## src/rtl/ee354_gcd_pkg.sv

```systemverilog
// Shared constants and one-hot state encoding for the ee354 GCD sweep driver.
package ee354_gcd_pkg;

    localparam int GCD_WIDTH_DEF = 8;
    localparam int GCD_CNT_W_DEF = 16;
    localparam int ST_W          = 8;

    typedef enum logic [ST_W-1:0] {
        ST_IDLE      = 8'b0000_0001,
        ST_ISSUE     = 8'b0000_0010,
        ST_WAIT_SUB  = 8'b0000_0100,
        ST_WAIT_DONE = 8'b0000_1000,
        ST_REPORT    = 8'b0001_0000,
        ST_ACK       = 8'b0010_0000,
        ST_WAIT_I    = 8'b0100_0000,
        ST_FIN       = 8'b1000_0000
    } state_e;

endpackage

```

## src/rtl/ee354_gcd_sweep_driver_if.sv

```systemverilog
// Result record port of the sweep driver: valid/ready handshake plus record fields.
interface ee354_gcd_sweep_driver_if #(
    parameter int WIDTH = 8,
    parameter int CNT_W = 16
) ();
    logic             res_valid;
    logic             res_ready;
    logic [WIDTH-1:0] res_a;
    logic [WIDTH-1:0] res_b;
    logic [WIDTH-1:0] res_gcd;
    logic [CNT_W-1:0] res_clks;

    modport master (
        output res_valid, res_a, res_b, res_gcd, res_clks,
        input  res_ready
    );

    modport slave (
        input  res_valid, res_a, res_b, res_gcd, res_clks,
        output res_ready
    );
endinterface

```

## src/rtl/ee354_sat_counter.sv

```systemverilog
// Clearable, enabled up-counter that sticks at all-ones; exposes its saturated increment.
module ee354_sat_counter #(
    parameter int CNT_W = 16
) (
    input  logic             Clk,
    input  logic             Reset,
    input  logic             CEN,
    input  logic             clr,
    input  logic             inc,
    output logic [CNT_W-1:0] cnt_inc
);
    logic [CNT_W-1:0] cnt_q, cnt_d;

    assign cnt_inc = (cnt_q == '1) ? cnt_q : cnt_q + CNT_W'(1);

    always_comb begin
        cnt_d = cnt_q;
        if (clr)
            cnt_d = '0;
        else if (inc)
            cnt_d = cnt_inc;
    end

    always_ff @(posedge Clk or posedge Reset) begin
        if (Reset)
            cnt_q <= '0;
        else if (CEN)
            cnt_q <= cnt_d;
    end
endmodule

```

## src/rtl/ee354_gcd_sweep_driver.sv

```systemverilog
// Start/Ack initiator that sweeps (Ain,Bin) over [MIN_VAL..MAX_VAL] and reports timed GCD results.
// Optional watchdog enabled by defining GCD_SWEEP_TIMEOUT_EN.
module ee354_gcd_sweep_driver
    import ee354_gcd_pkg::*;
#(
    parameter int WIDTH   = GCD_WIDTH_DEF,
    parameter int MIN_VAL = 2,
    parameter int MAX_VAL = 63,
    parameter int CNT_W   = GCD_CNT_W_DEF,
    parameter int TIMEOUT = 1000
) (
    input  logic                          Clk,
    input  logic                          Reset,
    input  logic                          CEN,
    input  logic                          Go,
    output logic [WIDTH-1:0]              Ain,
    output logic [WIDTH-1:0]              Bin,
    output logic                          Start,
    output logic                          Ack,
    input  logic                          q_I,
    input  logic                          q_Sub,
    input  logic                          q_Done,
    input  logic [WIDTH-1:0]              AB_GCD,
    ee354_gcd_sweep_driver_if.master      res,
    output logic                          busy,
    output logic                          sweep_done,
    output logic                          err
);
    localparam logic [WIDTH-1:0] MIN_V = WIDTH'(MIN_VAL);
    localparam logic [WIDTH-1:0] MAX_V = WIDTH'(MAX_VAL);
`ifdef GCD_SWEEP_TIMEOUT_EN
    localparam bit TMO_EN = 1'b1;
`else
    localparam bit TMO_EN = 1'b0;
`endif

    state_e           state_q, state_d;
    logic [WIDTH-1:0] ain_q, ain_d, bin_q, bin_d;
    logic             start_q, start_d, ack_q, ack_d;
    logic             rvalid_q, rvalid_d;
    logic [WIDTH-1:0] ra_q, ra_d, rb_q, rb_d, rg_q, rg_d;
    logic [CNT_W-1:0] rc_q, rc_d;
    logic             busy_q, busy_d, done_q, done_d, err_q, err_d;

    logic             cnt_clr, cnt_en, timeout, tmo_hit;
    logic [CNT_W-1:0] cnt_inc;

    ee354_sat_counter #(.CNT_W(CNT_W)) u_clks (
        .Clk     (Clk),
        .Reset   (Reset),
        .CEN     (CEN),
        .clr     (cnt_clr),
        .inc     (cnt_en),
        .cnt_inc (cnt_inc)
    );

    assign tmo_hit = TMO_EN && (cnt_inc == CNT_W'(TIMEOUT));

    always_comb begin
        state_d  = state_q;
        ain_d    = ain_q;
        bin_d    = bin_q;
        start_d  = 1'b0;
        ack_d    = 1'b0;
        rvalid_d = rvalid_q;
        ra_d     = ra_q;
        rb_d     = rb_q;
        rg_d     = rg_q;
        rc_d     = rc_q;
        busy_d   = busy_q;
        done_d   = done_q;
        err_d    = err_q;
        cnt_clr  = 1'b0;
        cnt_en   = 1'b0;
        timeout  = 1'b0;
        case (state_q)
            ST_IDLE: if (Go) begin
                ain_d   = MIN_V;
                bin_d   = MIN_V;
                busy_d  = 1'b1;
                done_d  = 1'b0;
                state_d = ST_ISSUE;
            end
            ST_ISSUE: begin
                cnt_clr = 1'b1;
                if (q_I) begin
                    start_d = 1'b1;
                    state_d = ST_WAIT_SUB;
                end
            end
            ST_WAIT_SUB: begin
                // Done without a visible Sub phase is reported as zero clocks.
                if (q_Done) begin
                    rvalid_d = 1'b1;
                    ra_d     = ain_q;
                    rb_d     = bin_q;
                    rg_d     = AB_GCD;
                    rc_d     = '0;
                    state_d  = ST_REPORT;
                end else if (q_Sub) begin
                    cnt_clr = 1'b1;
                    state_d = ST_WAIT_DONE;
                end else begin
                    cnt_en  = 1'b1;
                    timeout = tmo_hit;
                end
            end
            ST_WAIT_DONE: begin
                // Capture the post-increment count so clks spans the q_Sub and q_Done sample edges.
                if (q_Done) begin
                    rvalid_d = 1'b1;
                    ra_d     = ain_q;
                    rb_d     = bin_q;
                    rg_d     = AB_GCD;
                    rc_d     = cnt_inc;
                    state_d  = ST_REPORT;
                end else begin
                    cnt_en  = 1'b1;
                    timeout = tmo_hit;
                end
            end
            ST_REPORT: if (res.res_ready) begin
                rvalid_d = 1'b0;
                ack_d    = 1'b1;
                state_d  = ST_ACK;
            end
            ST_ACK: state_d = ST_WAIT_I;
            ST_WAIT_I: if (q_I) begin
                if (ain_q == MAX_V && bin_q == MAX_V) begin
                    state_d = ST_FIN;
                end else begin
                    state_d = ST_ISSUE;
                    if (bin_q == MAX_V) begin
                        bin_d = MIN_V;
                        ain_d = ain_q + WIDTH'(1);
                    end else begin
                        bin_d = bin_q + WIDTH'(1);
                    end
                end
            end
            ST_FIN: begin
                busy_d  = 1'b0;
                done_d  = 1'b1;
                state_d = ST_IDLE;
            end
            default: state_d = ST_IDLE;
        endcase
        // Watchdog abandons the pair: Ack frees the core, no record is produced.
        if (timeout) begin
            err_d   = 1'b1;
            ack_d   = 1'b1;
            state_d = ST_WAIT_I;
        end
    end

    always_ff @(posedge Clk or posedge Reset) begin
        if (Reset) begin
            state_q  <= ST_IDLE;
            ain_q    <= '0;
            bin_q    <= '0;
            start_q  <= 1'b0;
            ack_q    <= 1'b0;
            rvalid_q <= 1'b0;
            ra_q     <= '0;
            rb_q     <= '0;
            rg_q     <= '0;
            rc_q     <= '0;
            busy_q   <= 1'b0;
            done_q   <= 1'b0;
            err_q    <= 1'b0;
        end else if (CEN) begin
            state_q  <= state_d;
            ain_q    <= ain_d;
            bin_q    <= bin_d;
            start_q  <= start_d;
            ack_q    <= ack_d;
            rvalid_q <= rvalid_d;
            ra_q     <= ra_d;
            rb_q     <= rb_d;
            rg_q     <= rg_d;
            rc_q     <= rc_d;
            busy_q   <= busy_d;
            done_q   <= done_d;
            err_q    <= err_d;
        end
    end

    assign Ain          = ain_q;
    assign Bin          = bin_q;
    assign Start        = start_q;
    assign Ack          = ack_q;
    assign res.res_valid = rvalid_q;
    assign res.res_a    = ra_q;
    assign res.res_b    = rb_q;
    assign res.res_gcd  = rg_q;
    assign res.res_clks = rc_q;
    assign busy         = busy_q;
    assign sweep_done   = done_q;
    assign err          = err_q;
endmodule

```

## src/flat_wrapper.sv

```systemverilog
// flat-port wrapper written by rule: the top's interface ports become plain ports
module ee354_gcd_sweep_driver_flat import ee354_gcd_pkg::*;
#(
    parameter int WIDTH   = GCD_WIDTH_DEF,
    parameter int MIN_VAL = 2,
    parameter int MAX_VAL = 63,
    parameter int CNT_W   = GCD_CNT_W_DEF,
    parameter int TIMEOUT = 1000
)
  (Clk, Reset, CEN, Go, Ain, Bin, Start, Ack, q_I, q_Sub, q_Done, AB_GCD, busy, sweep_done, err, res_res_valid, res_res_a, res_res_b, res_res_gcd, res_res_clks, res_res_ready);
  ee354_gcd_sweep_driver_if #(.WIDTH(WIDTH), .CNT_W(CNT_W)) res_i ();
  input  logic Clk;
  input  logic Reset;
  input  logic CEN;
  input  logic Go;
  output logic [WIDTH-1:0] Ain;
  output logic [WIDTH-1:0] Bin;
  output logic Start;
  output logic Ack;
  input  logic q_I;
  input  logic q_Sub;
  input  logic q_Done;
  input  logic [WIDTH-1:0] AB_GCD;
  output logic busy;
  output logic sweep_done;
  output logic err;
  output wire logic [$bits(res_i.res_valid)-1:0] res_res_valid;
  output wire logic [$bits(res_i.res_a)-1:0] res_res_a;
  output wire logic [$bits(res_i.res_b)-1:0] res_res_b;
  output wire logic [$bits(res_i.res_gcd)-1:0] res_res_gcd;
  output wire logic [$bits(res_i.res_clks)-1:0] res_res_clks;
  input wire logic [$bits(res_i.res_ready)-1:0] res_res_ready;
  assign res_res_valid = res_i.res_valid;
  assign res_res_a = res_i.res_a;
  assign res_res_b = res_i.res_b;
  assign res_res_gcd = res_i.res_gcd;
  assign res_res_clks = res_i.res_clks;
  assign res_i.res_ready = res_res_ready;
  ee354_gcd_sweep_driver #(.WIDTH(WIDTH), .MIN_VAL(MIN_VAL), .MAX_VAL(MAX_VAL), .CNT_W(CNT_W), .TIMEOUT(TIMEOUT)) u_core (.Clk(Clk), .Reset(Reset), .CEN(CEN), .Go(Go), .Ain(Ain), .Bin(Bin), .Start(Start), .Ack(Ack), .q_I(q_I), .q_Sub(q_Sub), .q_Done(q_Done), .AB_GCD(AB_GCD), .res(res_i), .busy(busy), .sweep_done(sweep_done), .err(err));
endmodule
```

## config.mk

```make
export PLATFORM = sky130hd
export DESIGN_NAME = ee354_gcd_sweep_driver_flat
export DESIGN_NICKNAME = d
export VERILOG_FILES = /design/src/rtl/ee354_gcd_pkg.sv /design/src/rtl/ee354_gcd_sweep_driver_if.sv /design/src/rtl/ee354_sat_counter.sv /design/src/rtl/ee354_gcd_sweep_driver.sv /design/src/flat_wrapper.sv
export SDC_FILE = /design/constraint.sdc
export NUM_CORES = 1
export LEC_CHECK = 0
export CAP_MARGIN = 40
export CORE_MARGIN = 4
export CORE_UTILIZATION = 32
export DETAILED_ROUTE_END_ITERATION = 7
export PLACE_DENSITY = 0.62
export SYNTH_ARGS = -nofsm -noshare
export SYNTH_HDL_FRONTEND = slang
export SYNTH_HIERARCHICAL = 1
export SYNTH_SLANG_ARGS = --single-unit
```

## constraint.sdc

```tcl
create_clock -name Clk -period 5.3 [get_ports Clk]
set_clock_uncertainty 0.05 [all_clocks]
set_input_delay 1.06 -clock Clk [delete_from_list [all_inputs] [get_ports Clk]]
set_output_delay 1.06 -clock Clk [all_outputs]
set_load 0.02 [all_outputs]
```

== Word level (Yosys, flattened, before mapping) ==
Cells that the tools add are included.

* Bits of input ports: 16
* Register bits after elaboration: 85
* Word-level logic and storage cells: 93
* Output and inout bits: 62

* $add $sub $neg: 3
* Equality and inequality tests: 21
* Reductions and logical operators: 15
* Muxes and demuxes: 41

{| class="wikitable"
|+ Operators with widths
! operator !! count
|-
| $mux 8 || 14
|-
| $mux 16 || 5
|-
| $pmux 8 s7 || 1
|-
| $pmux 16 s2 || 1
|-
| $pmux 8 s2 || 2
|-
| $eq 8x6->1 const B || 3
|-
| $add 16x1->16 const B || 1
|-
| $add 8x1->8 const B || 2
|-
| $eq 16x16->1 const B || 1
|-
| $ne 2x2->1 const B || 7
|-
| $mux 1 || 13
|-
| $pmux 1 s2 || 5
|-
| $reduce_bool 2->1 || 5
|-
| $eq 8x1->1 const B || 1
|-
| $eq 8x2->1 const B || 1
|-
| $eq 8x3->1 const B || 1
|-
| $eq 8x4->1 const B || 1
|-
| $eq 8x5->1 const B || 1
|-
| $eq 8x7->1 const B || 1
|-
| $eq 8x8->1 const B || 1
|-
| $reduce_and 4->1 || 2
|-
| $reduce_and 7->1 || 1
|-
| $reduce_and 3->1 || 2
|-
| $reduce_and 6->1 || 1
|-
| 6 further kinds || 7
|}

== Longest topological paths before layout ==
Gate-level depths: netlist of the first run.

* Depth after elaboration: 5
* Mapped depth: 11

== By module ==
The synthesis of the first run kept the hierarchy.

{| class="wikitable"
|+ Modules (own cells, without submodules)
! module !! area an instance (µm²) !! instances !! cells an instance
|-
| ee354_gcd_sweep_driver || 3249.4 || 1 || 296
|-
| ee354_sat_counter || 1360.1 || 1 || 158
|}

== Least setup slack after synthesis of the first run ==
No wires, ideal clock.

* Path type: input to register
* Start: input port q_Sub
* End: register u_core.u_clks.cnt_q[13]
* Data arrival time: 2.670 ns
* Cell stages on the path: 8
* Path slack: 2.498 ns
* Library setup time: 0.082 ns
* Required time: 5.168 ns
* Cells stage by stage: or3_1 a211oi_1 buf_2 o21a_1 buf_2 a41oi_1 a211o_1 a31oi_1

* Word-level cells in the longest chain between the ends: 5
* Elaborated cells on any way between the ends: 9
* Those cells by class: mux: 7; reduce/logical: 2

{| class="wikitable"
|+ RTL lines
! item !! RTL line !! text
|-
| from (decl) || flat_wrapper.sv:21 || <nowiki>input logic q_Sub;</nowiki>
|-
| $mux 1 || ee354_gcd_sweep_driver.sv:100 || <nowiki>end else if (q_Sub) begin</nowiki>
|-
| $mux 1 || ee354_gcd_sweep_driver.sv:93 || <nowiki>if (q_Done) begin</nowiki>
|-
| $pmux 1 s2 || ee354_gcd_sweep_driver.sv:76 || <nowiki>case (state_q)</nowiki>
|-
| net u_core.cnt_en || ee354_gcd_sweep_driver.sv:45 || <nowiki>logic cnt_clr, cnt_en, timeout, tmo_hit;</nowiki>
|-
| $reduce_bool 2->1 (no line) || n/a ||
|-
| $reduce_and 2->1 (no line) || n/a ||
|-
| to (signal assigned) || ee354_sat_counter.sv:28 || <nowiki>cnt_q <= cnt_d;</nowiki>
|-
| to (decl) || ee354_sat_counter.sv:12 || <nowiki>logic [CNT_W-1:0] cnt_q, cnt_d;</nowiki>
|}

The timed path passes the listed nets, and every way through them passes these cells.
A chain may end at the register's enable or synchronous reset.

== Final worst setup path of the first run ==
* Start: register u_core.state_q[7]
* End: register u_core.u_clks.cnt_q[13]

* Word-level cells in the longest chain between the ends: 4
* Elaborated cells on any way between the ends: 8
* Those cells by class: eq/ne: 3; mux: 3; reduce/logical: 2

{| class="wikitable"
|+ RTL lines
! item !! RTL line !! text
|-
| from (decl) || ee354_gcd_sweep_driver.sv:37 || <nowiki>state_e state_q, state_d;</nowiki>
|-
| from (signal assigned) || ee354_gcd_sweep_driver.sv:172 || <nowiki>state_q <= state_d;</nowiki>
|-
| $eq 8x3->1 / $eq 8x2->1 (equally long branches) || ee354_gcd_sweep_driver.sv:76 ||
|-
| $pmux 1 s2 * || ee354_gcd_sweep_driver.sv:76 ||
|-
| net u_core.cnt_clr || ee354_gcd_sweep_driver.sv:45 ||
|-
| $reduce_bool 2->1 (no line) || n/a ||
|-
| $reduce_and 2->1 (no line) || n/a ||
|}

Mark *: on every way through the listed nets, which the timed path passes. The rest lies on a longest branch.

==> qor.txt, run 1 <==
Cell count after synthesis: 454
GP Congestion: 0.829
Synth Register Bits: 85
Sequential standard cell area: 0.00213 mm2
Worst slew pin tran: 757 ps
Share of the yosys chip area belonging to registers: 0.462
Most frequent cells in the layout: dfrtp_1 (84), clkdlybuf4s50_1 (76), nand3_1 (32), inv_1 (31), nor2_1 (31)
Area leader, netlist: dfrtp_1
Max Clock Freq: 316 MHz
CP Buf/Inv Count: 0
Worst-path clk slew: 70 ps
Placed cell area: 0.00553 mm2
Post-synthesis cell area: 0.00461 mm2
CTS resizes: 0
Syn Nets: 473
Crit path kind: reg -> reg
First-pass GRT wire length: 20100 um
Clk_lat worst skew: 340 ps
Layout fillers: 1361
Drc violations: 0
CTS sink cnt: 85
Post-route cell area: 0.00588 mm2
Share of cells above drive strength 1: 0.156
Ant diodes: 0
CTS Buf Count: 9
Vias in the first global route: 3968
CP max-delay cell: or4_1
CTS Buffer Depth: 2
RSZ-0062 raised after global routing: no
Area of the die: 0.0164 mm2
Fin crit period: 3160 ps
Final period util: 0.597
Setup TNS: 0 ps
Crit path top cell by count: nand2_1
Hold Buf Count CTS: 0
Max-Cap Viols: 0
Final slew viol count: 0
CP Data Required Time: 5520 ps
Drt wl/cell: 17.0 um
Cell Rows: 43
Synth warnings: 6
Via-to-Cell Ratio: 5.44
FFs w/ async S/R, synth: 1.00
Distinct cell type count after synthesis: 70
Path type of the worst min-delay path: reg -> reg
Crit path DAT: 3380 ps
CTS tree: done
Final WL: 12000 um
EDFF count, synth: 0
Nets: 541
Clock Tree Root: clkbuf_16
Largest net degree at the start of global routing: 31
Worst stage delay on the critical path: 600 ps
CP top delay family: simple AND/OR/NAND/NOR gates
Setup bufs post-CTS: 0
Setup violators final: 0
H-tree Lvls: 3
CP Capture Type: register
Hold Path Depth: 1
Logic gate share of total power: 0.321
Core region area: 0.0140 mm2
Top cells by area, synth: dfrtp_1 (46%), mux2_2 (7.3%), nand3_1 (3.5%)
Final Hold Fails: 0
Clock Power Share: 0.298
CP Max Fanout: 10
Initial antenna violation count: 0
Peak supply drop: 0.000190 V
Hpwl dp: 8550 um
Top cell type's share of synthesized area: 0.456
Iter 0 DRT Violations: 167
CP Cell Sequence: or4_1 > or3_1 > nor4_1 > nand2_1 > nand2_1 > o21a_1 > a41oi_1 > a211o_1 > a31oi_1
Area grow syn2layout: 27.5%
Total GRT Usage: 0.152
Relative slew slack: 0.488
Pleak: 2.52 nW
Initial Utilization: 0.330
Total number of vias: 3843
Reg2Reg Depth: 9
Int Pwr: 1.63 mW
Most common cell after layout, fill and taps aside: dfrtp_1
Status: finished clean
Drt pass-1 iters: 4
Power per standard cell area: 420 mW/mm2
Die Ht: 128 um
Flop-to-flop setup slack: 2140 ps
GR Overflow Total: 0
Die width: 128 um
Ys flop type: dfrtp_1
Switching Share: 0.341
Routed Antenna Nets: 0
Cell count along the critical path: 9
Area of the multi-input gates: 0.00220 mm2
Syn avg cell area: 10.2 um2
Setup crit start kind: register
Sequential share of power: 0.381
Psw: 0.841 mW
# IOs: 78
I/O Buffers: 76
-- state kept, by name, summed over array words and instances (netlist names), 8 cells and up --
register / cells
u_core/Ain: 8
u_core/Bin: 8
u_core/res.res_a: 8
u_core/res.res_b: 8
u_core/res.res_clks: 16
u_core/res.res_gcd: 8
u_core/state_q: 8
u_core/u_clks/cnt_q: 16
-- routing by layer --
metal,share of wire,GRT usage,vias to the layer above
met5,0,0,-
met4,0.022,0.0618,0
met3,0.051,0.0383,20
met2,0.50,0.248,101
met1,0.43,0.193,1922
li1,-,-,1800
-- Yosys cell counts (all sizes together) (3+ instances only) --
cell type,count
o31ai,10
o21ai,27
a21o,4
nand3,33
xnor2,10
nand4,10
inv,32
o211ai,3
or4,5
ha,3
buf,19
a41oi,3
clkbuf,7
mux2,30
and4,6
nor2,31
or3,5
nand2,27
o41ai,6
or2,5
dfrtp,84
o22ai,3
nor4,12
and3,9
nor3,9
a21oi,16
a31oi,6
nand2b,3
-- final timing paths --
path                                    from                 endpoint
max                        u_core/state_q[7]  u_core/u_clks/cnt_q[13]
min                        u_core/sweep_done        u_core/sweep_done
max reg2reg                u_core/state_q[7]  u_core/u_clks/cnt_q[13]
min reg2reg                u_core/sweep_done        u_core/sweep_done
max in group asynchronous              Reset            u_core/Bin[1]
min in group asynchronous              Reset   u_core/res.res_clks[8]
-- power by group through the flow --
stage | clock network [mW] | registers [mW] | logic (mW)
after floorplan | 0 | 1.04 | 0.369
after global placement | 0 | 0.943 | 0.780
after global routing | 0.782 | 0.965 | 0.860
final | 0.735 | 0.939 | 0.792
after CTS | 0.754 | 0.940 | 0.801
after detailed placement | 0 | 0.950 | 0.796
-- area by class of cell --
| cell class | count | area share |
|---|---|---|
| multi-input combinational | 311 | 0.375 |
| sequential | 85 | 0.362 |
| timing repair buffer | 83 | 0.145 |
| clock buffer | 10 | 0.0407 |
| tap | 180 | 0.0383 |
| inverter | 32 | 0.0204 |
| clock inverter | 6 | 0.0187 |
-- cell families after synthesis --
logic type | synth area share
buffers and inverters | 0.0603
adders and majority gates | 0.00814
and+or+nand+nor | 0.221
other | 0.000814
muxes | 0.0733
AOI/OAI and AO/OA | 0.152
DFF | 0.462
xor gates and xnor gates | 0.0228
-- stage by stage --
step | hold slack [ps] | setup WS, ps | utilization | total power [mW] | cells
after global placement | 429 | 1840 | 0.390 | 1.72 | 687
after global routing | 465 | 1840 | 0.420 | 2.61 | 707
after detailed placement | 445 | 1890 | 0.395 | 1.75 | 691
after floorplan | 479 | 2450 | - | 1.41 | 454
final | 448 | 2140 | 0.420 | 2.47 | 707
after CTS | 459 | 2140 | 0.420 | 2.50 | 707
-- worst register-to-register path: cells and delay by family, from the launching register on --
| family | cells | cell delay [ps] |
|---|---|---|
| and+or+nand+nor | 5 | 1620 |
| DFF | 1 | 420 |
| AOI/OAI and AO/OA | 4 | 1010 |
No activity file was read; power rests on OpenSTA's default activity.
==> inputs of run 2 (changes only) <==
--- a/config.mk
+++ b/config.mk
@@ -9,7 +9,7 @@
 export CORE_MARGIN = 4
 export CORE_UTILIZATION = 32
 export DETAILED_ROUTE_END_ITERATION = 7
-export PLACE_DENSITY = 0.62
+export PLACE_DENSITY = 0.64
 export SYNTH_ARGS = -nofsm -noshare
 export SYNTH_HDL_FRONTEND = slang
 export SYNTH_HIERARCHICAL = 1
==> constraint.sdc (replaced) <==
create_clock -name Clk -period 2.8 [get_ports Clk]
set_clock_uncertainty 0.05 [all_clocks]
set_input_delay 0.56 -clock Clk [delete_from_list [all_inputs] [get_ports Clk]]
set_output_delay 0.56 -clock Clk [all_outputs]
set_load 0.02 [all_outputs]
==> run 2 against run 1 <==
  * Combinational power up 100%
  * Wire length down 3.3%
  * Utilization increased by 1.1 points
  * Critical path depth shrank 3
  * Sequential power up 87%
==> qor.txt, run 2 (synthesis gave the netlist of run 1 again) <==
Status: finished clean (unchanged)
Via-to-Cell Ratio: 5.36 (was 5.44)
CTS sink cnt: 85 (unchanged)
Max-Cap Viols: 0 (unchanged)
Layer with the highest usage: met2 (unchanged)
Core region area: 0.0140 mm2 (unchanged)
H-tree Lvls: 3 (unchanged)
Clk_lat worst skew: 350 ps (was 340 ps)
Nets: 557 (was 541)
Final WL: 11600 um (was 12000 um)
Pleak: 2.61 nW (was 2.52 nW)
Final worst slack: 131 ps (was 2140 ps)
CP Max Fanout: 15 (was 10)
Worst slew pin tran: 643 ps (was 757 ps)
Area grow syn2layout: 30.7% (was 27.5%)
Largest net degree at the start of global routing: 40 (was 31)
Initial antenna violation count: 0 (unchanged)
Area of the die: 0.0164 mm2 (unchanged)
# IOs: 78 (unchanged)
Clock Tree Root: clkbuf_16 (unchanged)
First-pass GRT wire length: 19700 um (was 20100 um)
CTS Buffer Depth: 2 (unchanged)
M3 GR Usage: 0.0375 (was 0.0383)
Final period util: 0.953 (was 0.597)
Setup violators final: 0 (unchanged)
Crit path kind: reg -> reg (unchanged)
Fin crit period: 2670 ps (was 3160 ps)
Worst-path clk slew: 60 ps (was 70 ps)
Hold Worst Slack: 438 ps (was 448 ps)
CTS Buf Count: 9 (unchanged)
Hpwl dp: 8390 um (was 8550 um)
Pwr Total: 4.79 mW (was 2.47 mW)
Max Clock Freq: 375 MHz (was 316 MHz)
Crit path DAT: 2890 ps (was 3380 ps)
Reg2Reg Depth: 6 (was 9)
Relative slew slack: 0.571 (was 0.488)
Flop-to-flop setup slack: 130 ps (was 2140 ps)
Vias in the first global route: 3809 (was 3968)
Routed Antenna Nets: 0 (unchanged)
Drc violations: 0 (unchanged)
Total GRT Usage: 0.149 (was 0.152)
GP Congestion: 0.904 (was 0.829)
Worst Setup SP: u_core/state_q[2] (was u_core/state_q[7])
Setup TNS: 0 ps (unchanged)
Most frequent cells in the layout: dfrtp_1 (84), clkdlybuf4s50_1 (76), nand3_1 (32), inv_1 (31), nor2_1 (31) (unchanged)
Total number of vias: 3878 (was 3843)
Die width: 128 um (unchanged)
Placed cells: 705 (was 691)
Power per standard cell area: 794 mW/mm2 (was 420 mW/mm2)
Die Ht: 128 um (unchanged)
CTS tree: done (unchanged)
Hold Buf Count CTS: 0 (unchanged)
I/O Buffers: 76 (unchanged)
Initial Utilization: 0.330 (unchanged)
Drt pass-1 iters: 5 (was 4)
Drt wl/cell: 16.0 um (was 17.0 um)
GR Overflow Total: 0 (unchanged)
Most common cell after layout, fill and taps aside: dfrtp_1 (unchanged)
Worst r2r src: u_core/state_q[2] (was u_core/state_q[7])
Setup crit start kind: register (unchanged)
Cell Count, Final, Fillers Out: 723 (was 707)
Iter 0 DRT Violations: 234 (was 167)
Met1 GRT Util: 0.201 (was 0.193)
Share of cells above drive strength 1: 0.188 (was 0.156)
Path type of the worst min-delay path: reg -> reg (unchanged)
M2 GR Usage: 0.231 (was 0.248)
Peak supply drop: 0.000423 V (was 0.000190 V)
Reg-to-reg endpoint: u_core/Bin[7] (was u_core/u_clks/cnt_q[13])
CP Data Required Time: 3020 ps (was 5520 ps)
CP Capture Type: register (unchanged)
Cell Rows: 43 (unchanged)
Final Hold Fails: 0 (unchanged)
Final slew viol count: 0 (unchanged)
Layout fillers: 1341 (was 1361)
Ant diodes: 0 (unchanged)
Pre-CTS WS: -0.285 ps (was 1890 ps)
CP Capture Point: u_core/Bin[7] (was u_core/u_clks/cnt_q[13])
[run 2: cell types whose count changed in the layout (fill, tap and decap cells not counted), sizes merged]
cell / change
buf: +16
clkbuf: +2
clkinvlp: -2
[run 2: metal layers]
layer	part of all wire	wire length, um
met1	0.44	5140
met2	0.49	5710
met3	0.049	570
met4	0.015	172
met5	0	0
[run 2: worst max-delay path, cell delays in order (launching register included)]
cell,delay (ps)
dfrtp_1,420
or4_4,620
or4_4,590
buf_4,240
nor4b_2,390
a21oi_1,140
a21oi_1,130
[run 2: worst min-delay path by stage]
stage / startpoint / to / slack (ps) / depth (start not counted)
2_1_floorplan: Reset / u_core/u_clks/cnt_q[0] / 420 / 1
5_1_grt: u_core/sweep_done / u_core/sweep_done / 470 / 1
4_1_cts: u_core/sweep_done / u_core/sweep_done / 450 / 1
6_report: u_core/sweep_done / u_core/sweep_done / 440 / 1
3_3_place_gp: u_core/sweep_done / u_core/sweep_done / 420 / 1
3_5_place_dp: u_core/sweep_done / u_core/sweep_done / 430 / 1
[run 2: final cells by class]
cell class	count	area, um2	area share
clock buffer	12	256	0.0426
clock inverter	4	95.1	0.0158
inverter	32	120	0.0199
multi-input combinational	311	2240	0.372
sequential	85	2130	0.353
tap	180	225	0.0374
timing repair buffer	99	958	0.159
[run 2: through the flow]
stage | area, um2 | utilization
after CTS | 5980 | 0.427
after floorplan | 4610 | -
final | 6020 | 0.431
after global placement | 5620 | 0.402
after global routing | 6020 | 0.431
after detailed placement | 5620 | 0.402
[run 2: what timing repair did]
action | CTS | global route
setup buffers | 0 | 2
setup endpoints to repair | 2 | 15
resized for setup | 1 | 6
pin swaps | 0 | 2
[run 2: power breakdown]
group / switching, mW / internal [mW]
clock network: 0.483 / 0.919
registers: 0.259 / 1.50
logic: 0.856 / 0.767
total: 1.60 / 3.19
==> inputs of run 3 (changes only) <==
--- a/config.mk
+++ b/config.mk
@@ -7,9 +7,9 @@
 export LEC_CHECK = 0
 export CAP_MARGIN = 40
 export CORE_MARGIN = 4
-export CORE_UTILIZATION = 32
+export CORE_UTILIZATION = 40
 export DETAILED_ROUTE_END_ITERATION = 7
-export PLACE_DENSITY = 0.64
+export PLACE_DENSITY = 0.74
 export SYNTH_ARGS = -nofsm -noshare
 export SYNTH_HDL_FRONTEND = slang
 export SYNTH_HIERARCHICAL = 1
==> run 3 against run 2 <==
  * First-iteration DRC count up 6.0%
  * Clock power down 14%
  * Final area down 2.4%
  * Largest power group unchanged
==> qor.txt, run 3 (synthesis gave the netlist of run 1 again) <==
Power per standard cell area: 780 mW/mm2 (was 794 mW/mm2)
Total GRT Usage: 0.182 (was 0.149)
Share of cells above drive strength 1: 0.174 (was 0.188)
Relative slew slack: 0.549 (was 0.571)
Status: finished clean (unchanged)
Clock Tree Root: clkbuf_16 (unchanged)
CP Capture Type: register (unchanged)
Hold Path Depth: 1 (unchanged)
Max-Cap Viols: 0 (unchanged)
Final slew viol count: 0 (unchanged)
Most frequent cells in the layout: dfrtp_1 (84), clkdlybuf4s50_1 (76), nand3_1 (32), inv_1 (31) (was dfrtp_1 (84), clkdlybuf4s50_1 (76), nand3_1 (32), inv_1 (31), nor2_1 (31))
Int Pwr: 3.01 mW (was 3.19 mW)
Initial Utilization: 0.416 (was 0.330)
Flop-to-flop setup slack: 130 ps (about the same)
Drc violations: 0 (unchanged)
Final Hold Fails: 0 (unchanged)
Worst r2r src: u_core/state_q[7] (was u_core/state_q[2])
Reg-to-reg endpoint: u_core/u_clks/cnt_q[13] (was u_core/Bin[7])
Path type of the worst min-delay path: reg -> reg (unchanged)
Clock Power Share: 0.265 (was 0.293)
Crit path kind: reg -> reg (unchanged)
DR top layer: met4 (unchanged)
Max Clock Freq: 375 MHz (about the same)
Die Ht: 115 um (was 128 um)
Setup violators final: 0 (unchanged)
Nets: 552 (was 557)
Pleak: 2.56 nW (was 2.61 nW)
Area of the multi-input gates: 0.00222 mm2 (was 0.00224 mm2)
GP Congestion: 0.918 (was 0.904)
Worst slew pin tran: 676 ps (was 643 ps)
Logic gate share of total power: 0.351 (was 0.339)
Crit path DAT: 2880 ps (was 2890 ps)
Setup crit start kind: register (unchanged)
# IOs: 78 (unchanged)
Final period util: 0.952 (was 0.953)
Vias in the first global route: 4022 (was 3809)
Met1 Wirelength: 4640 um (was 5140 um)
CP Data Required Time: 3010 ps (was 3020 ps)
I/O Buffers: 76 (unchanged)
Most common cell after layout, fill and taps aside: dfrtp_1 (unchanged)
Clk_lat worst skew: 340 ps (was 350 ps)
Met2 WL: 5760 um (was 5710 um)
Sequential share of power: 0.384 (was 0.368)
Routed Antenna Nets: 0 (unchanged)
CP Max Fanout: 6 (was 15)
Worst-path clk slew: 60 ps (about the same)
Hold Worst Slack: 433 ps (was 438 ps)
Cell Rows: 38 (was 43)
GR Overflow Total: 0 (unchanged)
WHS Endpoint: u_core/sweep_done (unchanged)
CTS Buffer Depth: 2 (unchanged)
Initial antenna violation count: 0 (unchanged)
Reg2Reg Depth: 9 (was 6)
Core Util, Final: 0.531 (was 0.431)
Peak supply drop: 0.000380 V (was 0.000423 V)
Core region area: 0.0111 mm2 (was 0.0140 mm2)
CTS sink cnt: 85 (unchanged)
Critical hold path startpoint: u_core/sweep_done (unchanged)
Drt wl/cell: 17.0 um (was 16.0 um)
Sequential standard cell area: 0.00213 mm2 (unchanged)
Total number of vias: 3936 (was 3878)
Drt pass-1 iters: 5 (unchanged)
Area grow syn2layout: 27.5% (was 30.7%)
Hpwl dp: 8230 um (was 8390 um)
Fin crit period: 2670 ps (about the same)
Ant diodes: 0 (unchanged)
Largest net degree at the start of global routing: 41 (was 40)
First-pass GRT wire length: 19600 um (was 19700 um)
CTS Buf Count: 9 (unchanged)
Layout fillers: 1024 (was 1341)
Final WL: 11500 um (was 11600 um)
H-tree Lvls: 3 (unchanged)
Switching Share: 0.344 (was 0.334)
Iter 0 DRT Violations: 248 (was 234)
CTS tree: done (unchanged)
Via-to-Cell Ratio: 5.82 (was 5.36)
Psw: 1.58 mW (was 1.60 mW)
Routed met3 length: 820 um (was 570 um)
Die width: 115 um (was 128 um)
Area of the die: 0.0133 mm2 (was 0.0164 mm2)
-- run 3: power groups by stage --
stage | Sequential, mW | Combinational, mW | Clock (mW)
floorplan | 1.96 | 0.698 | 0
global placement | 1.76 | 1.57 | 0
detailed placement | 1.78 | 1.60 | 0
CTS | 1.76 | 1.61 | 1.25
global route | 1.81 | 1.74 | 1.30
finish | 1.76 | 1.61 | 1.21
-- run 3: stage by stage --
stage | TNS, ps | power (mW) | area (um2) | setup WS [ps] | std cells
5_1_grt | -241 | 4.86 | 5880 | -48.4 | 676
3_3_place_gp | 0 | 3.34 | 5560 | 176 | 662
6_report | 0 | 4.59 | 5880 | 133 | 676
4_1_cts | 0 | 4.63 | 5860 | 78.6 | 676
3_5_place_dp | 0 | 3.38 | 5560 | 84.9 | 662
2_1_floorplan | 0 | 2.66 | 4610 | 27.3 | 454
-- run 3: how the worst max path moves through the flow --
stage                              endpoint  cells past startpoint              start  slack [ps]
detailed placement  u_core/u_clks/cnt_q[13]                      9  u_core/state_q[7]          80
finish              u_core/u_clks/cnt_q[13]                      9  u_core/state_q[7]         130
global placement    u_core/u_clks/cnt_q[13]                      9  u_core/state_q[7]         180
global route        u_core/u_clks/cnt_q[13]                     10  u_core/state_q[7]         -50
floorplan           u_core/u_clks/cnt_q[13]                     11  u_core/state_q[3]          30
CTS                 u_core/u_clks/cnt_q[13]                      9  u_core/state_q[7]          80
-- run 3: routing by layer --
layer / track usage / up-vias
met4: 0.0736 / 0
li1: - / 1819
met3: 0.0547 / 23
met1: 0.232 / 1951
met2: 0.290 / 143
met5: 0 / -
-- run 3: area by class of cell --
class | count | area share
Multi-Input combinational cell | 311 | 0.378
Clock inverter | 1 | 0.00511
Tap cell | 140 | 0.0298
Clock buffer | 13 | 0.0460
Sequential cell | 85 | 0.362
Inverter | 32 | 0.0204
Timing Repair Buffer | 94 | 0.159
-- run 3: worst max-delay path, cell delays in order, from the launching register on --
cell     delay (ps)
dfrtp_1         410
or4_1           540
or3_1           390
nor4_2          230
nand2_1          90
nand2_1         140
o21a_4          170
a41oi_1         130
a211o_1         290
a31oi_1         140
-- run 3: timing repair --
item	in CTS	in global routing
setup endpoints to repair	0	8
buffers inserted	0	0
resized for setup	0	3
hold buffers	0	0
==> patch 1, RTL diff (flow settings as in run 2) <==
`GCD_WIDTH_DEF`: 8 -> 6.
--- a/src/rtl/ee354_gcd_pkg.sv
+++ b/src/rtl/ee354_gcd_pkg.sv
@@ -1,7 +1,7 @@
 // Shared constants and one-hot state encoding for the ee354 GCD sweep driver.
 package ee354_gcd_pkg;
 
-    localparam int GCD_WIDTH_DEF = 8;
+    localparam int GCD_WIDTH_DEF = 6;
     localparam int GCD_CNT_W_DEF = 16;
     localparam int ST_W          = 8;
 
Interface: changed (6 resized); port bits go from 78 to 66. The function was not compared with the original's and may differ.
==> patch 1 against run 2 <==
- worst setup slack improved by 0.22 ns
- sequential cell count decreased by 10
- global-route usage decreased by 0.26 points
- area after synthesis decreased by 11%
- final area decreased by 12%
- first-iteration DRC count decreased by 21%
- total power decreased by 9.1%
- routed wire length decreased by 13%
- critical path type unchanged
- critical endpoint is now u_core/u_clks/cnt_q[13]
- largest power group unchanged
==> patch 1: results (changes against run 2) <==
{
  "routed_wirelength": {"value": 10.1, "unit": "mm", "change": "was 11.6 mm"},
  "cp_slowest_cell": {"value": "sky130_fd_sc_hd__nor4_2", "change": "was sky130_fd_sc_hd__or4_4"},
  "total_power": {"value": 4.35, "unit": "mW", "change": "was 4.79 mW"},
  "fill_cells": {"value": 1225, "change": "was 1341"},
  "via_per_inst": {"value": 5.10, "change": "was 5.36"},
  "outcome": {"value": "finished clean", "change": "unchanged"},
  "post_synth_main_area_contributors": {"value": "sky130_fd_sc_hd__dfrtp_1 (45%), sky130_fd_sc_hd__mux2_1 (6.0%), sky130_fd_sc_hd__nand3_1 (3.9%)", "change": "was sky130_fd_sc_hd__dfrtp_1 (46%), sky130_fd_sc_hd__mux2_2 (7.3%), sky130_fd_sc_hd__nand3_1 (3.5%)"},
  "place_area": {"value": 4960, "unit": "sq um", "change": "was 5620 sq um"},
  "power_leakage": {"value": 2.29, "unit": "nW", "change": "was 2.61 nW"},
  "count_of_plain_and_timing_repair_buffers_in_the_layout": {"value": 77, "change": "was 99"},
  "seq-cell-share": {"value": 35.5, "unit": "%", "change": "was 35.3%"},
  "arrival": {"value": 2.60, "unit": "ns", "change": "was 2.89 ns"},
  "multiInputGateArea": {"value": 1990, "unit": "sq um", "change": "was 2240 sq um"},
  "dieArea": {"value": 14700, "unit": "sq um", "change": "was 16400 sq um"},
  "timing.critical_path.fanout_max": {"value": 7, "change": "was 15"},
  "yosys.cell_types.count": {"value": 66, "change": "was 70"},
  "instances_no_fill": {"value": 657, "change": "was 723"},
  "place_hpwl": {"value": 7.34, "unit": "mm", "change": "was 8.39 mm"},
  "mappedNetlistNets": {"value": 431, "change": "was 473"},
  "grt_first_pass_wirelength": {"value": 16.9, "unit": "mm", "change": "was 19.7 mm"},
  "final.hold.worst_slack": {"value": 0.434, "unit": "ns", "change": "was 0.438 ns"},
  "layout_setup_ws": {"value": 0.355, "unit": "ns", "change": "was 0.131 ns"},
  "placedCellCount": {"value": 641, "change": "was 705"},
  "max_vdd_drop": {"value": 0.000292, "unit": "V", "change": "was 0.000423 V"},
  "num-multi-input-gates": {"value": 284, "change": "was 311"},
  "total_switching_power": {"value": 1.49, "unit": "mW", "change": "was 1.60 mW"},
  "post_synth_most_frequent_cells": {"value": "sky130_fd_sc_hd__dfrtp_1 (74), sky130_fd_sc_hd__inv_1 (33), sky130_fd_sc_hd__nand3_1 (32)", "change": "was sky130_fd_sc_hd__dfrtp_1 (84), sky130_fd_sc_hd__inv_1 (32), sky130_fd_sc_hd__nand3_1 (32)"},
  "synth_sequential_area_ratio": {"value": 45.7, "unit": "%", "change": "was 46.2%"},
  "timing.critical_path.from": {"value": "u_core/state_q[7]", "change": "was u_core/state_q[2]"},
  "ff2ff_path_depth": {"value": 10, "change": "was 6"},
  "initial_drc_count": {"value": 186, "change": "was 234"},
  "share_comb_of_total_power": {"value": 33.6, "unit": "%", "change": "was 33.9%"}
}
## patch 1: cell count changes after synthesis, sizes merged, moves of 4 or more
| cell | delta |
|---|---|
| nor3 | +5 |
| nor4 | -5 |
| nand2 | -4 |
| mux2 | -6 |
| dfrtp | -10 |
| a21oi | -4 |
## patch 1: logic make-up after synthesis
logic type	count (synthesis)	synth area share, %
AND/OR/NAND/NOR	155	23.2
AO/OA/AOI/OAI	85	14.2
flip-flops	75	45.7
buffers and inverters	55	5.76
multiplexers	27	7.31
XOR/XNOR	13	2.77
adder cells (fa/ha/maj)	3	0.914
other	1	0.0913
## patch 1: metal layers
| layer | up-vias | part of all wire, % | GRT usage, % |
|---|---|---|---|
| li1 | 1634 | - | - |
| met1 | 1641 | 44 | 18.3 |
| met2 | 67 | 50 | 24.1 |
| met3 | 10 | 4.5 | 4.48 |
| met4 | 0 | 1.3 | 5.04 |
| met5 | - | 0 | 0 |
==> patch 2, RTL diff (settings of run 2) <==
Without the edit above. The 8 states of `state_e` get a binary encoding in 3 bits. Comments in the files are not updated.
--- a/src/rtl/ee354_gcd_pkg.sv
+++ b/src/rtl/ee354_gcd_pkg.sv
@@ -5,15 +5,15 @@
     localparam int GCD_CNT_W_DEF = 16;
     localparam int ST_W          = 8;
 
-    typedef enum logic [ST_W-1:0] {
-        ST_IDLE      = 8'b0000_0001,
-        ST_ISSUE     = 8'b0000_0010,
-        ST_WAIT_SUB  = 8'b0000_0100,
-        ST_WAIT_DONE = 8'b0000_1000,
-        ST_REPORT    = 8'b0001_0000,
-        ST_ACK       = 8'b0010_0000,
-        ST_WAIT_I    = 8'b0100_0000,
-        ST_FIN       = 8'b1000_0000
+    typedef enum logic [2:0] {
+        ST_IDLE      = 3'd0,
+        ST_ISSUE     = 3'd1,
+        ST_WAIT_SUB  = 3'd2,
+        ST_WAIT_DONE = 3'd3,
+        ST_REPORT    = 3'd4,
+        ST_ACK       = 3'd5,
+        ST_WAIT_I    = 3'd6,
+        ST_FIN       = 3'd7
     } state_e;
 
 endpackage
Formal check against the unedited RTL: no difference found for any inputs over 10 cycles, from zero or initial values and one cycle with Reset high; not proved beyond that.
==> patch 2 against run 2 <==
- synthesized cell count shrank 6.4%
- worst setup slack gained 0.28 ns
- area after synthesis is 6.1% lower
- final area shrank 7.0%
- total power is 0.62% higher
- count of clock-buffer cells in the layout fell by 1
- routed wire length unchanged
- sequential cell count decreased by 5
- sequential share of layout area rose by 0.40 points
- largest power group unchanged
==> patch 2: results (changes against run 2) <==
{
  "initial_drc_count": {"value": 378, "change": "was 234"},
  "worst_hold_startpoint": {"value": "u_core/res.res_b[3]", "change": "was u_core/sweep_done"},
  "area_share_clock_buf_inv": {"value": 5.34, "unit": "%", "change": "was 5.84%"},
  "bufAreaShareNonClock": {"value": 15.9, "unit": "%", "change": "about the same"},
  "grt.total_usage": {"value": 15.0, "unit": "%", "change": "was 14.9%"},
  "final.hold.worst_slack": {"value": 0.429, "unit": "ns", "change": "was 0.438 ns"},
  "outcome": {"value": "finished clean", "change": "unchanged"},
  "fill_cells": {"value": 1278, "change": "was 1341"},
  "power_leakage": {"value": 2.34, "unit": "nW", "change": "was 2.61 nW"},
  "synthXorXnorAreaFrac": {"value": 2.22, "unit": "%", "change": "was 2.28%"},
  "power.switching_fraction": {"value": 37.2, "unit": "%", "change": "was 33.4%"},
  "count_of_plain_and_timing_repair_buffers_in_the_layout": {"value": 92, "change": "was 99"},
  "synth_sequential_area_ratio": {"value": 46.2, "unit": "%", "change": "about the same"},
  "complex_gate_fraction_of_the_synthesized_area": {"value": 19.1, "unit": "%", "change": "was 15.2%"},
  "clock_buffer_count": {"value": 11, "change": "was 12"},
  "share_comb_of_total_power": {"value": 37.1, "unit": "%", "change": "was 33.9%"},
  "mappedNetlistNets": {"value": 444, "change": "was 473"},
  "max_stage_delay": {"value": 0.60, "unit": "ns", "change": "was 0.62 ns"},
  "timing.critical_path.from": {"value": "u_core/state_q[1]", "change": "was u_core/state_q[2]"},
  "area.sequential": {"value": 2000, "unit": "sq um", "change": "was 2130 sq um"},
  "synthMuxAreaShare": {"value": 5.46, "unit": "%", "change": "was 7.33%"},
  "place_hpwl": {"value": 8.38, "unit": "mm", "change": "was 8.39 mm"},
  "arrival": {"value": 2.58, "unit": "ns", "change": "was 2.89 ns"},
  "finish.net_count": {"value": 520, "change": "was 557"},
  "yosys.cell_types.count": {"value": 73, "change": "was 70"},
  "ff2ff_path_depth": {"value": 7, "change": "was 6"}
}
==> patch 2: cell types whose count changed in the layout (fill, tap and decap cells not counted), sizes merged, moves of 5 or more <==
cell,delta
nand3,-10
nand4,+8
a22o,+16
a31oi,+6
mux2,-9
inv,-13
buf,-7
o31ai,-6
nor4,-5
==> patch 2: critical path: cells and delay by family, from the launching register on <==
family,cells,cell delay [ns]
AO/OA/AOI/OAI,4,0.95
buffers and inverters,3,0.67
flip-flops,1,0.60
==> patch 2: metrics by stage <==
| stage | std cells | area [sq um] | setup WS, ns |
|---|---|---|---|
| finish | 682 | 5600 | 0.411 |
| global route | 682 | 5600 | 0.157 |
| CTS | 682 | 5600 | 0.427 |
| detailed placement | 666 | 5300 | 0.266 |
| global placement | 666 | 5300 | 0.339 |
| floorplan | 425 | 4330 | 0.592 |
==> patch 2: routing by layer <==
metal,wire length [um],global-route usage (%),up-vias
li1,-,-,1737
met1,4940,19.2,1825
met2,5760,25.0,154
met3,646,2.83,19
met4,243,5.93,0
met5,0,0,-
